**config.mk**
```make
export PLATFORM = sky130hd
export DESIGN_NAME = multicycle_ctrl_flat
export DESIGN_NICKNAME = d
export VERILOG_FILES = /design/src/rtl/multicycle_ctrl_if.sv /design/src/rtl/multicycle_ctrl.sv /design/src/flat_wrapper.sv
export SDC_FILE = /design/constraint.sdc
export NUM_CORES = 1
export LEC_CHECK = 0
export ABC_AREA = 1
export CELL_PAD_IN_SITES_DETAIL_PLACEMENT = 0
export CELL_PAD_IN_SITES_GLOBAL_PLACEMENT = 1
export CORE_ASPECT_RATIO = 1.1
export CORE_MARGIN = 1.5
export CORE_UTILIZATION = 27
export CTS_CLUSTER_DIAMETER = 200
export CTS_CLUSTER_SIZE = 12
export DETAILED_ROUTE_END_ITERATION = 10
export PLACE_DENSITY = 0.87
export SYNTH_ARGS = -nofsm -noshare
export SYNTH_HDL_FRONTEND = slang
export SYNTH_SLANG_ARGS = --single-unit
```
**constraint.sdc**
```tcl
create_clock -name clk -period 1.9 [get_ports clk]
set_clock_uncertainty 0.1 [all_clocks]
set_input_delay 0.475 -clock clk [delete_from_list [all_inputs] [get_ports clk]]
set_output_delay 0.475 -clock clk [all_outputs]
set_load 0.02 [all_outputs]
```
**src/rtl/multicycle_ctrl_if.sv**
```systemverilog
// Purpose : controller <-> datapath bundle for the 16-bit multicycle CPU.
// Latency : n/a (wires only).
// Backpressure: none; the datapath samples the controls every cycle.
// Ports   : op/funct/zero flow datapath->controller; everything else is a
//           control output from the controller.
interface multicycle_ctrl_if;
  logic [3:0] op;
  logic [2:0] funct;
  logic       zero;
  logic [2:0] alu_control;
  logic       alu_src_a;
  logic [1:0] alu_src_b;
  logic [1:0] pc_src;
  logic       i_or_d;
  logic       mem_write;
  logic       ir_write;
  logic       reg_write;
  logic       reg_dst;
  logic       mem_to_reg;
  logic       pc_en;
  logic       instr_done;
  logic       illegal;

  // Controller side.
  modport master (
    input  op, funct, zero,
    output alu_control, alu_src_a, alu_src_b, pc_src, i_or_d, mem_write,
           ir_write, reg_write, reg_dst, mem_to_reg, pc_en, instr_done, illegal
  );

  // Datapath side.
  modport slave (
    output op, funct, zero,
    input  alu_control, alu_src_a, alu_src_b, pc_src, i_or_d, mem_write,
           ir_write, reg_write, reg_dst, mem_to_reg, pc_en, instr_done, illegal
  );
endinterface

```
**src/rtl/multicycle_ctrl.sv**
```systemverilog
// Purpose : main control FSM + ALU decoder for the 16-bit multicycle datapath.
// Latency : Moore outputs decoded combinationally from state; 3-5 states per
//           instruction plus MEM_LAT-1 extra cycles in FETCH and in MEMRD.
// Backpressure: none; memory latency is the fixed parameter MEM_LAT (1-15).
// Ports   : clk, reset (sync, active-high); bus = multicycle_ctrl_if.master.
// Option  : define CTRL_BNE_EN to decode opcode 0110 as BNE (else illegal).
module multicycle_ctrl #(
  parameter int unsigned MEM_LAT = 1
) (
  input  logic               clk,
  input  logic               reset,
  multicycle_ctrl_if.master  bus
);

  localparam logic [3:0] LAST_CNT = 4'(MEM_LAT - 1);

  localparam logic [3:0] OP_R    = 4'b0000;
  localparam logic [3:0] OP_LW   = 4'b0001;
  localparam logic [3:0] OP_SW   = 4'b0010;
  localparam logic [3:0] OP_BEQ  = 4'b0011;
  localparam logic [3:0] OP_ADDI = 4'b0100;
  localparam logic [3:0] OP_J    = 4'b0101;

  typedef enum logic [3:0] {
    S_FETCH, S_DECODE, S_MEMADR, S_MEMRD, S_MEMWB, S_MEMWR,
    S_EXEC, S_ALUWB, S_ADDIEX, S_ADDIWB, S_BRANCH, S_JUMP
  } state_t;

  state_t     state_q, state_d;
  logic [3:0] cnt_q, cnt_d;
  logic       illegal_q, illegal_d;

  logic       wait_done;
  logic       pc_write;
  logic       branch_cond;
  logic       take_branch;
  logic       op_is_bne;
  logic [2:0] funct_ctl;
  logic       funct_bad;

`ifdef CTRL_BNE_EN
  assign op_is_bne = (bus.op == 4'b0110);
`else
  assign op_is_bne = 1'b0;
`endif

  // R-type funct -> ALU F. Unknown functs drive 011 and flag illegal.
  always_comb begin
    funct_bad = 1'b0;
    case (bus.funct)
      3'b000:  funct_ctl = 3'b010;
      3'b001:  funct_ctl = 3'b110;
      3'b010:  funct_ctl = 3'b000;
      3'b011:  funct_ctl = 3'b001;
      3'b100:  funct_ctl = 3'b111;
      default: begin
        funct_ctl = 3'b011;
        funct_bad = 1'b1;
      end
    endcase
  end

  always_ff @(posedge clk) begin
    if (reset) begin
      state_q   <= S_FETCH;
      cnt_q     <= 4'd0;
      illegal_q <= 1'b0;
    end else begin
      state_q   <= state_d;
      cnt_q     <= cnt_d;
      illegal_q <= illegal_d;
    end
  end

  assign wait_done   = (cnt_q == LAST_CNT);
  assign bus.illegal = illegal_q;

  always_comb begin
    state_d         = state_q;
    cnt_d           = 4'd0;
    illegal_d       = illegal_q;
    pc_write        = 1'b0;
    branch_cond     = 1'b0;
    bus.alu_control = 3'b000;
    bus.alu_src_a   = 1'b0;
    bus.alu_src_b   = 2'b00;
    bus.pc_src      = 2'b00;
    bus.i_or_d      = 1'b0;
    bus.mem_write   = 1'b0;
    bus.ir_write    = 1'b0;
    bus.reg_write   = 1'b0;
    bus.reg_dst     = 1'b0;
    bus.mem_to_reg  = 1'b0;
    bus.instr_done  = 1'b0;

    case (state_q)
      S_FETCH: begin
        bus.alu_src_b   = 2'b01;
        bus.alu_control = 3'b010;
        // Memory wait: hold until the last cycle, then load IR and bump PC.
        if (wait_done) begin
          bus.ir_write = 1'b1;
          pc_write     = 1'b1;
          state_d      = S_DECODE;
        end else begin
          cnt_d = cnt_q + 4'd1;
        end
      end
      S_DECODE: begin
        bus.alu_src_b   = 2'b11;
        bus.alu_control = 3'b010;
        case (bus.op)
          OP_R:         state_d = S_EXEC;
          OP_LW, OP_SW: state_d = S_MEMADR;
          OP_BEQ:       state_d = S_BRANCH;
          OP_ADDI:      state_d = S_ADDIEX;
          OP_J:         state_d = S_JUMP;
          default: begin
            if (op_is_bne) begin
              state_d = S_BRANCH;
            end else begin
              state_d        = S_FETCH;
              illegal_d      = 1'b1;
              bus.instr_done = 1'b1;
            end
          end
        endcase
      end
      S_MEMADR, S_ADDIEX: begin
        bus.alu_src_a   = 1'b1;
        bus.alu_src_b   = 2'b10;
        bus.alu_control = 3'b010;
        if (state_q == S_ADDIEX) state_d = S_ADDIWB;
        else                     state_d = (bus.op == OP_LW) ? S_MEMRD : S_MEMWR;
      end
      S_MEMRD: begin
        bus.i_or_d = 1'b1;
        if (wait_done) state_d = S_MEMWB;
        else           cnt_d   = cnt_q + 4'd1;
      end
      S_MEMWB: begin
        bus.reg_write  = 1'b1;
        bus.mem_to_reg = 1'b1;
        bus.instr_done = 1'b1;
        state_d        = S_FETCH;
      end
      S_MEMWR: begin
        bus.i_or_d     = 1'b1;
        bus.mem_write  = 1'b1;
        bus.instr_done = 1'b1;
        state_d        = S_FETCH;
      end
      S_EXEC: begin
        bus.alu_src_a   = 1'b1;
        bus.alu_control = funct_ctl;
        if (funct_bad) illegal_d = 1'b1;
        state_d = S_ALUWB;
      end
      S_ALUWB: begin
        bus.reg_write  = 1'b1;
        bus.reg_dst    = 1'b1;
        bus.instr_done = 1'b1;
        state_d        = S_FETCH;
      end
      S_ADDIWB: begin
        bus.reg_write  = 1'b1;
        bus.instr_done = 1'b1;
        state_d        = S_FETCH;
      end
      S_BRANCH: begin
        bus.alu_src_a   = 1'b1;
        bus.alu_control = 3'b110;
        bus.pc_src      = 2'b01;
        branch_cond     = 1'b1;
        bus.instr_done  = 1'b1;
        state_d         = S_FETCH;
      end
      S_JUMP: begin
        bus.pc_src     = 2'b10;
        pc_write       = 1'b1;
        bus.instr_done = 1'b1;
        state_d        = S_FETCH;
      end
      default: state_d = S_FETCH;
    endcase

    take_branch = op_is_bne ? ~bus.zero : bus.zero;
    bus.pc_en   = pc_write | (branch_cond & take_branch);

    // Reset aborts whatever is in flight: no strobes, muxes parked on FETCH.
    if (reset) begin
      bus.alu_control = 3'b010;
      bus.alu_src_a   = 1'b0;
      bus.alu_src_b   = 2'b01;
      bus.pc_src      = 2'b00;
      bus.i_or_d      = 1'b0;
      bus.reg_dst     = 1'b0;
      bus.mem_to_reg  = 1'b0;
      bus.mem_write   = 1'b0;
      bus.ir_write    = 1'b0;
      bus.reg_write   = 1'b0;
      bus.pc_en       = 1'b0;
      bus.instr_done  = 1'b0;
    end
  end

endmodule

```
**src/flat_wrapper.sv**
```systemverilog
// flat-port wrapper written by rule: the top's interface ports become plain ports
module multicycle_ctrl_flat 
#(
  parameter int unsigned MEM_LAT = 1
)
  (clk, reset, bus_op, bus_funct, bus_zero, bus_alu_control, bus_alu_src_a, bus_alu_src_b, bus_pc_src, bus_i_or_d, bus_mem_write, bus_ir_write, bus_reg_write, bus_reg_dst, bus_mem_to_reg, bus_pc_en, bus_instr_done, bus_illegal);
  multicycle_ctrl_if bus_i ();
  input  logic clk;
  input  logic reset;
  input wire logic [$bits(bus_i.op)-1:0] bus_op;
  input wire logic [$bits(bus_i.funct)-1:0] bus_funct;
  input wire logic [$bits(bus_i.zero)-1:0] bus_zero;
  output wire logic [$bits(bus_i.alu_control)-1:0] bus_alu_control;
  output wire logic [$bits(bus_i.alu_src_a)-1:0] bus_alu_src_a;
  output wire logic [$bits(bus_i.alu_src_b)-1:0] bus_alu_src_b;
  output wire logic [$bits(bus_i.pc_src)-1:0] bus_pc_src;
  output wire logic [$bits(bus_i.i_or_d)-1:0] bus_i_or_d;
  output wire logic [$bits(bus_i.mem_write)-1:0] bus_mem_write;
  output wire logic [$bits(bus_i.ir_write)-1:0] bus_ir_write;
  output wire logic [$bits(bus_i.reg_write)-1:0] bus_reg_write;
  output wire logic [$bits(bus_i.reg_dst)-1:0] bus_reg_dst;
  output wire logic [$bits(bus_i.mem_to_reg)-1:0] bus_mem_to_reg;
  output wire logic [$bits(bus_i.pc_en)-1:0] bus_pc_en;
  output wire logic [$bits(bus_i.instr_done)-1:0] bus_instr_done;
  output wire logic [$bits(bus_i.illegal)-1:0] bus_illegal;
  assign bus_i.op = bus_op;
  assign bus_i.funct = bus_funct;
  assign bus_i.zero = bus_zero;
  assign bus_alu_control = bus_i.alu_control;
  assign bus_alu_src_a = bus_i.alu_src_a;
  assign bus_alu_src_b = bus_i.alu_src_b;
  assign bus_pc_src = bus_i.pc_src;
  assign bus_i_or_d = bus_i.i_or_d;
  assign bus_mem_write = bus_i.mem_write;
  assign bus_ir_write = bus_i.ir_write;
  assign bus_reg_write = bus_i.reg_write;
  assign bus_reg_dst = bus_i.reg_dst;
  assign bus_mem_to_reg = bus_i.mem_to_reg;
  assign bus_pc_en = bus_i.pc_en;
  assign bus_instr_done = bus_i.instr_done;
  assign bus_illegal = bus_i.illegal;
  multicycle_ctrl #(.MEM_LAT(MEM_LAT)) u_core (.clk(clk), .reset(reset), .bus(bus_i));
endmodule
```
# Word-level counts from Yosys, hierarchy flattened
# Index checks and enable logic that the tools add are counted.
word_totals:
  wordCells: 86
  regBits: 9
  input_bits: 10
op_classes:
  n_bitwise: 3
  addsub: 1
  n_eq_ne: 24
  muxes: 37
  reduce_logical: 18
op_table:
  columns: ["op", "count"]
  rows:
  - ["$pmux W4 S5", 2]
  - ["$eq A4 B3 Y1 const B", 6]
  - ["$mux W1", 21]
  - ["$eq A4 B2 Y1 const B", 4]
  - ["$eq A4 B4 Y1 const B", 4]
  - ["$pmux W3 S5", 1]
  - ["$logic_not A4 Y1", 3]
  - ["$mux W4", 3]
  - ["$reduce_or A6 Y1", 2]
  - ["$pmux W3 S3", 1]
  - ["$eq A4 B1 Y1 const B", 2]
  - ["$reduce_or A2 Y1", 4]
  - ["$reduce_or A4 Y1", 2]
  - ["$eq A3 B2 Y1 const B", 2]
  - ["$mux W3", 2]
  - ["$pmux W1 S2", 3]
  - ["$pmux W2 S3", 1]
  - ["$reduce_or A3 Y1", 2]
  - ["$reduce_or A5 Y1", 1]
  - ["$add A4 B1 Y4 const B", 1]
  - ["$mux W2", 2]
  - ["$ne A2 B1 Y1 const B", 2]
  - ["$ne A2 B2 Y1 const B", 2]
  - ["$pmux W2 S2", 1]
  - ["other kinds (9)", 9]

# Depth between registers and ports, before layout
# Gate-level depths: netlist of run 1.
logic_depth:
  word_depth: 5
  mapped_depth: 8
  mapped_depth_nobuf: 8

# Worst setup path after synthesis of run 1
# Ideal clock, no wire load.
synth_timing:
  kind: "flip-flop to output port"
  startpoint: "register u_core.state_q[2]"
  endpoint: "output bus_alu_control[1]"
  stages_incl_launch_ff: 6
  slack_ps: 11
  t_required_ps: 1325
  arrival_time_ps: 1314
  path_cell_list: "dfxtp_1 -> inv_2 -> nand2_1 -> o21ai_0 -> nor2_1 -> nand2_1"
synth_between:
  elab_chain_cells: 4
synth_lines:
  columns: ["element", "line_no", "rtl"]
  rows:
  - ["start, declared", "multicycle_ctrl.sv:29", "state_t state_q, state_d;"]
  - ["start signal, assigned", "multicycle_ctrl.sv:69", "state_q <= state_d;"]
  - ["$eq A4 B1 Y1, or another cell as far along", "multicycle_ctrl.sv:96", "case (state_q)"]
  - ["$reduce_or A4 Y1 (no line)", null, null]
  - ["$pmux W3 S3 *", "multicycle_ctrl.sv:96", null]
  - ["$mux W3 *", "multicycle_ctrl.sv:191", "if (reset) begin"]
  - ["end, declared", "flat_wrapper.sv:13", "output wire logic [$bits(bus_i.alu_control)-1:0] bus_alu_control;"]
# Mark *: on every way between the ends. The rest lies on a longest branch, timed or not.

# Worst setup path after layout of run 1
layout_timing:
  startpoint: "register u_core.state_q[3]"
  endpoint: "output bus_alu_control[1]"
# Same word-level chain as after synthesis.

==> qor.tcl, run 1 <==
set qor(run_status) {finished with violations}
set qor(violations) {negative setup slack}
set qor(max-vdd-ir-drop_mv) 0.371
set qor(timing.hold.worst.class) {flop to flop}
set qor(timing.final.hold_violations) 0
set qor(fin_crit_ns) 2.01
set qor(total_leakage_power_nw) 0.712
set qor(tritoncts.num_buffers) 3
set qor(post-route-worst-setup-slack_ns) -0.113
set qor(seq_area_frac_synth_pct) 25.4
set qor(worstPathMaxFanout) 3
set qor(io_pins) 27
set qor(die_h_um) 56.8
set qor(post_synth_most_frequent_cells) {nor2_1 (30), nand2_1 (26), inv_1 (16)}
set qor(vias_per_cell) 4.67
set qor(drv_slew) 0
set qor(core_region_area_mm2) 0.00250
set qor(wire_length_of_the_first_global_routing_pass_um) 4290
set qor(r2r_setup_slack_ns) 0.39
set qor(synthesis.instances) 126
set qor(share_of_synthesized_flip_flops_with_an_asynchronous_set_or_reset_pct) 0
set qor(post-route-period-util_pct) 106
set qor(first_iteration_detailed_routing_drc_count) 2
set qor(critical_path_required_ns) 1.32
set qor(grt_start_max_net_pins) 14
set qor(antenna_found_initial) 0
set qor(yosysTopAreaCellShare_pct) 25.4
set qor(cap_viol_max_count) 0
set qor(synth.ff_latch_count) 9
set qor(synthFlopType) {dfxtp_1}
set qor(cts.path.max_buffers) 2
set qor(vias_after_detailed_routing) 1045
set qor(global_route.usage.total_pct) 19.0
set qor(synth_top_cell_by_area) {dfxtp_1}
set qor(drt_pass1_iterations) 4
set qor(dp.final_hpwl_um) 1950
set qor(finish.net_count) 206
set qor(wl_per_cell_um) 12.5
set qor(synth_top_cells_by_area) {dfxtp_1 (25%), nor2_1 (16%), nand2_1 (14%)}
set qor(route.final.wire_length_um) 2800
set qor(report.power.total_uw) 607
set qor(areaGrowthSynthToFinish_pct) 105
set qor(synth_edf_count) 0
set qor(yosys_warnings) 0
set qor(setup.worst_path.class) {flop to output port}
set qor(number_of_standard_cell_rows_in_the_floorplan) 19
set qor(final.hold.worst_slack_ns) 0.402
set qor(dpl_worst_slack_ns) -0.781
set qor(h-tree-depth) 1
set qor(residual_overflow_from_global_routing) 0
set qor(die-area_mm2) 0.00294
set qor(starting_utilization_of_the_core_area_pct) 28.4
set qor(place.gp.congestion) 0.842
set qor(synthesis.area_um2) 709
set qor(io_buffer_count) 26
set qor(arrival_worst_endpoint_ns) 1.44
set qor(fillerInstances) 242
set qor(element_type_at_the_critical_path_end) {output port}
set qor(clk_pin_slew_worst_paths_ns) 0.07
set qor(powerDensity_mw_per_mm2) 418
set qor(kind_of_launch_point_of_the_worst_setup_path) {flop}
set qor(antenna_violating_nets_post_route) 0
set qor(timing.fmax_mhz) 497
set qor(tritoncts) {yes}
set qor(max_slew.worst_pin.slew_ns) 0.229
set qor(synthesis.nets) 138
set qor(worst_skew_pair.late_latency_ns) 0.27
set qor(cts.hold.buffers_added) 0
set qor(ys_types) 22
set qor(fin_setup_tns_ns) -0.805
set qor(post-synth-top-count-cell) {nor2_1}
set qor(drive_above_1_share_pct) 53.4
set qor(cts.root.buffer_cell) {clkbuf_4}
set qor(postSynthAreaPerCell_um2) 5.63
set qor(die_width_um) 51.9
set qor(slew-limit-headroom_pct) 84.7
set qor(n_antenna_cell) 0
set qor(rsz_0062_raised_after_global_routing) {true}
set qor(cts.sinks) 9
set qor(grt_pass1_vias) 1044
set qor(drc_errors) 0
set qor(setup-violations-final) 13
set qor(final_util_pct) 58.2
[critical path, cell delays in order (launching register included)]
cell and delay, ns:
dfxtp_4 0.36, buf_6 0.12, nor2_4 0.13, nand2_2 0.08
a21oi_2 0.12, nor2_2 0.07, buf_4 0.13, nand2_2 0.05
buf_6 0.11
[flip-flops by register name, summed over array words and instances, names as in the netlist]
signal              flops
u_core.bus.illegal      1
u_core.cnt_q            4
u_core.state_q          4
[layer usage]
| layer | up-vias | track usage [%] | wire length (µm) | part of all wire (%) |
|---|---|---|---|---|
| met1 | 488 | 20.2 | 1100 | 39 |
| met4 | 0 | 10.2 | 23 | 0.82 |
| met5 | - | 0 | 0 | 0 |
| li1 | 534 | - | - | - |
| met3 | 4 | 1.60 | 77 | 2.8 |
| met2 | 19 | 35.4 | 1600 | 57 |
[logic make-up (layout without fill, tap and decap cells)]
group	Yosys count	count (layout)	synth area share (%)
simple gates	71	71	42.0
buf+inv	22	89	11.6
compound gates	20	20	15.0
flops	9	9	25.4
fa+ha+maj	2	2	3.53
xor+xnor	2	2	2.47
[cell type report]
cell class	count	area, µm²	share of cell area, %
inverters	21	81.3	5.60
repair buffers	64	515	35.5
clock inverters	1	5.00	0.345
well taps	31	38.8	2.67
flip-flops and latches	9	193	13.3
clock buffers	3	22.5	1.55
multi-input cells	95	597	41.1
[metrics by stage]
stage / cell area (µm²) / std cells
2_1_floorplan: 709 / 126
3_3_place_gp: 1210 / 209
3_5_place_dp: 1210 / 209
4_1_cts: 1320 / 218
5_1_grt: 1450 / 224
6_report: 1450 / 224
[worst paths after layout]
path / startpoint / endpoint / cells after the start
max: u_core.state_q[3]$_SDFFE_PP0P_ / bus_alu_control[1] / 8
min: u_core.bus.illegal$_SDFFE_PP0P_ / u_core.bus.illegal$_SDFFE_PP0P_ / 2
max reg2reg: u_core.state_q[3]$_SDFFE_PP0P_ / u_core.state_q[1]$_SDFFE_PP0P_ / 9
min reg2reg: u_core.bus.illegal$_SDFFE_PP0P_ / u_core.bus.illegal$_SDFFE_PP0P_ / 2
[where the power goes]
part,switching [mW],internal (mW),leakage [nW],total [mW]
registers,0.00807,0.194,0.0757,0.202
clock network,0.0721,0.0778,0.0177,0.150
logic,0.134,0.121,0.619,0.255
[layout by cell type (no fill, tap or decap), types with 4 or more instances in the layout]
cell type and count:
inv_1 14, a21oi_1 7, nand3_1 4, dlygate4sd2_1 5, nand2_1 17, dfxtp_1 5
o21ai_1 4, inv_2 6, buf_6 6, buf_4 45, nor2_1 18, nor2_2 7
nor2_4 7, nand2_2 7
[timing repair]
action	4_1_cts	5_1_grt
endpoints found under the setup margin	16	16
gates resized for setup	119	32
buffers inserted	5	6
pin swaps	8	14
No activity file was read; power rests on OpenSTA's default activity.
==> run 2, diff against run 1 <==
Settings changed: SETUP_SLACK_MARGIN set to 0.3.
==> run 2 against run 1 <==
  * The flow still finishes with violations (negative setup slack)
  * Register-to-register slack improved by 0.02 ns
  * Clock power down 7%
  * Largest cell class unchanged
  * Setup slack better by 0.056 ns
  * Largest power group unchanged
  * First-iteration DRC count increased to 5.5 times the previous value
  * Power increased by 3.2%
  * Count of clock-buffer cells in the layout is 1 higher
  * Global-route usage grew 2.5 points
  * Core utilization up 6.4 points
  * Sequential power about the same
  * Sequential share of layout area decreased by 1.2 points
  * Wire length up 1.5%
  * Fmax up 2.9%
==> qor.tcl, run 2 (synthesized netlist as in run 1, its figures left out) <==
set qor(drt_pass1_iterations) 4 ;# unchanged
set qor(tritoncts.num_buffers) 3 ;# unchanged
set qor(final_util_pct) 64.6 ;# +6.4 points
set qor(total_leakage_power_nw) 0.775 ;# +8.8%
set qor(setup-violations-final) 7 ;# -6
set qor(timing.hold.worst.class) {flop to flop}
set qor(route.final.wire_length_um) 2840 ;# +1.5%
set qor(finish.net_count) 212 ;# +2.9%
set qor(clk_pin_slew_worst_paths_ns) 0.06 ;# about the same
set qor(route.top_layer_used) {met4}
set qor(layout.cells.most_common_list) {buf_4 (41), nand2_1 (20), buf_6 (16)}
set qor(regToRegStartpoint) {u_core.state_q[1]$_SDFFE_PP0P_}
set qor(cell_family_with_the_largest_share_of_critical_path_delay) {buffers and inverters}
set qor(starting_utilization_of_the_core_area_pct) 28.4 ;# unchanged
set qor(antenna_found_initial) 0 ;# unchanged
set qor(critical_path.cell_chain) {dlygate4sd2_1 > inv_2 > o21ai_4 > nor2_1 > nand2_1 > buf_2}
set qor(post-route-period-util_pct) 103 ;# -2.9 points
set qor(drc_errors) 0 ;# unchanged
set qor(routed-wl-met3_um) 49 ;# -36%
set qor(post-route-worst-setup-slack_ns) -0.0572 ;# +0.0558 ns
set qor(timing.critical_path.slowest_stage_cell) {dlygate4sd2_1}
set qor(core_region_area_mm2) 0.00250 ;# unchanged
set qor(cts.hold.buffers_added) 0 ;# unchanged
set qor(h-tree-depth) 1 ;# unchanged
set qor(areaGrowthSynthToFinish_pct) 127
set qor(die_h_um) 56.8 ;# unchanged
set qor(drv_slew) 0 ;# unchanged
set qor(timing.fmax_mhz) 511 ;# +2.9%
set qor(critical_path_required_ns) 1.32 ;# about the same
set qor(cts.sinks) 9 ;# unchanged
set qor(worst_skew_pair.late_latency_ns) 0.25 ;# -0.02 ns
set qor(rr_endpoint) {u_core.state_q[1]$_SDFFE_PP0P_}
set qor(vias_after_detailed_routing) 1062 ;# +1.6%
set qor(fin_crit_ns) 1.96 ;# -0.0558 ns
set qor(critical_path_stages) 6 ;# -2
set qor(placedInstanceArea_mm2) 0.00129 ;# +6.5%
set qor(wl_met1_um) 1100 ;# -0.54%
set qor(timing.hold.worst.start) {u_core.bus.illegal$_SDFFE_PP0P_}
set qor(die_width_um) 51.9 ;# unchanged
set qor(drive_above_1_share_pct) 59.8 ;# +6.4 points
set qor(holdPathStages) 2 ;# unchanged
set qor(powerDensity_mw_per_mm2) 388 ;# -7.0%
set qor(wire_length_of_the_first_global_routing_pass_um) 4840 ;# +13%
set qor(report.power.total_uw) 626 ;# +3.2%
set qor(cap_viol_max_count) 0 ;# unchanged
set qor(first_iteration_detailed_routing_drc_count) 11 ;# +9
set qor(layout.cells.most_common) {buf_4}
set qor(worstPathBufferInverterCount) 3 ;# unchanged
set qor(residual_overflow_from_global_routing) 0 ;# unchanged
set qor(kind_of_launch_point_of_the_worst_setup_path) {primary input}
set qor(place.gp.congestion) 0.794 ;# -5.7%
set qor(io_buffer_count) 26 ;# unchanged
set qor(dr_wl_met2_um) 1660 ;# +3.9%
set qor(grt_start_max_net_pins) 7 ;# -7
set qor(arrival_worst_endpoint_ns) 1.38 ;# -0.06 ns
set qor(vias_per_cell) 4.62 ;# -1.0%
set qor(violations) {negative setup slack}
set qor(design_area_mm2) 0.00161 ;# +11%
set qor(io_pins) 27 ;# unchanged
set qor(element_type_at_the_critical_path_end) {output port}
set qor(n_antenna_cell) 0 ;# unchanged
set qor(max_slew.worst_pin.slew_ns) 0.241 ;# +0.0115 ns
set qor(cts.path.max_buffers) 2 ;# unchanged
set qor(run_status) {finished with violations}
set qor(slew-limit-headroom_pct) 83.8 ;# -0.86 points
set qor(dp.final_hpwl_um) 1970 ;# +0.62%
set qor(dpl_worst_slack_ns) -0.774 ;# +0.00726 ns
set qor(grt_pass1_vias) 1111 ;# +6.4%
set qor(cts.root.buffer_cell) {clkbuf_4}
set qor(r2r_setup_slack_ns) 0.41 ;# +0.02 ns
set qor(max_stage_delay_ns) 0.27 ;# -0.09 ns
set qor(worstPathMaxFanout) 6 ;# +3
set qor(wl_per_cell_um) 12.4 ;# -1.1%
set qor(rsz_0062_raised_after_global_routing) {true}
set qor(tritoncts) {yes}
set qor(holdPathEnd) {u_core.bus.illegal$_SDFFE_PP0P_}
set qor(number_of_standard_cell_rows_in_the_floorplan) 19 ;# unchanged
set qor(global_route.usage.total_pct) 21.5 ;# +2.5 points
set qor(worstRegToRegCells) 8 ;# -1
set qor(max-vdd-ir-drop_mv) 0.307 ;# -17%
set qor(die-area_mm2) 0.00294 ;# unchanged
set qor(timing.final.hold_violations) 0 ;# unchanged
set qor(setup.worst_path.class) {primary input to output port}
set qor(antenna_violating_nets_post_route) 0 ;# unchanged
-- run 2: cell count changes in the layout (fill, tap and decap cells not counted), moves of 3 or more --
cell / change
inv_2: +3
inv_1: -5
buf_4: -4
nand2_2: -5
nor2_1: -5
nor2_2: +4
nand2_1: +3
buf_6: +10
-- run 2: cell type report --
class / instances / area, µm²
clock buffer: 4 / 26.3
fill: 221 / 883
inverter: 21 / 86.3
multi-input combinational: 95 / 673
sequential: 9 / 195
tap: 31 / 38.8
timing repair buffer: 70 / 593
-- run 2: worst max path at each step --
stage / start / end / slack (ns)
finish: reset / bus_alu_control[1] / -0.06
global route: u_core.state_q[3]$_SDFFE_PP0P_ / bus_pc_en / -0.15
CTS: u_core.state_q[3]$_SDFFE_PP0P_ / bus_pc_en / -0.06
detailed placement: bus_op[3] / bus_instr_done / -0.77
global placement: bus_op[3] / bus_instr_done / -0.75
floorplan: u_core.state_q[3]$_SDFFE_PP0P_ / bus_alu_control[1] / 0.20
-- run 2: power breakdown --
group	switching, mW	total [mW]	internal, mW
registers	0.00876	0.203	0.194
clock network	0.0600	0.140	0.0805
logic	0.149	0.283	0.134
total	0.218	0.626	0.408
-- run 2: stage by stage --
step | TNS (ns) | instances | hold slack (ns)
detailed placement | -9.47 | 213 | 0.375
finish | -0.309 | 230 | 0.376
global placement | -9.18 | 213 | 0.366
floorplan | 0 | 126 | 0.330
global route | -1.22 | 230 | 0.448
CTS | -0.246 | 227 | 0.385
-- run 2: tightest hold or removal path: stages, from the launching register on --
cell,delay (ns)
dfxtp_1,0.32
nor3_1,0.05
nor2_1,0.07
-- run 2: per-layer routing --
metal	GRT usage (%)	vias up
met5	0	-
met4	7.89	0
met3	2.13	4
met2	39.6	13
met1	24.5	500
li1	-	545
-- run 2: repair_timing --
item / CTS / global route
setup buffers: 9 / 3
endpoints found under the setup margin: 19 / 18
pin swaps: 14 / 10
gates cloned: 1 / 0
resized for setup: 145 / 26
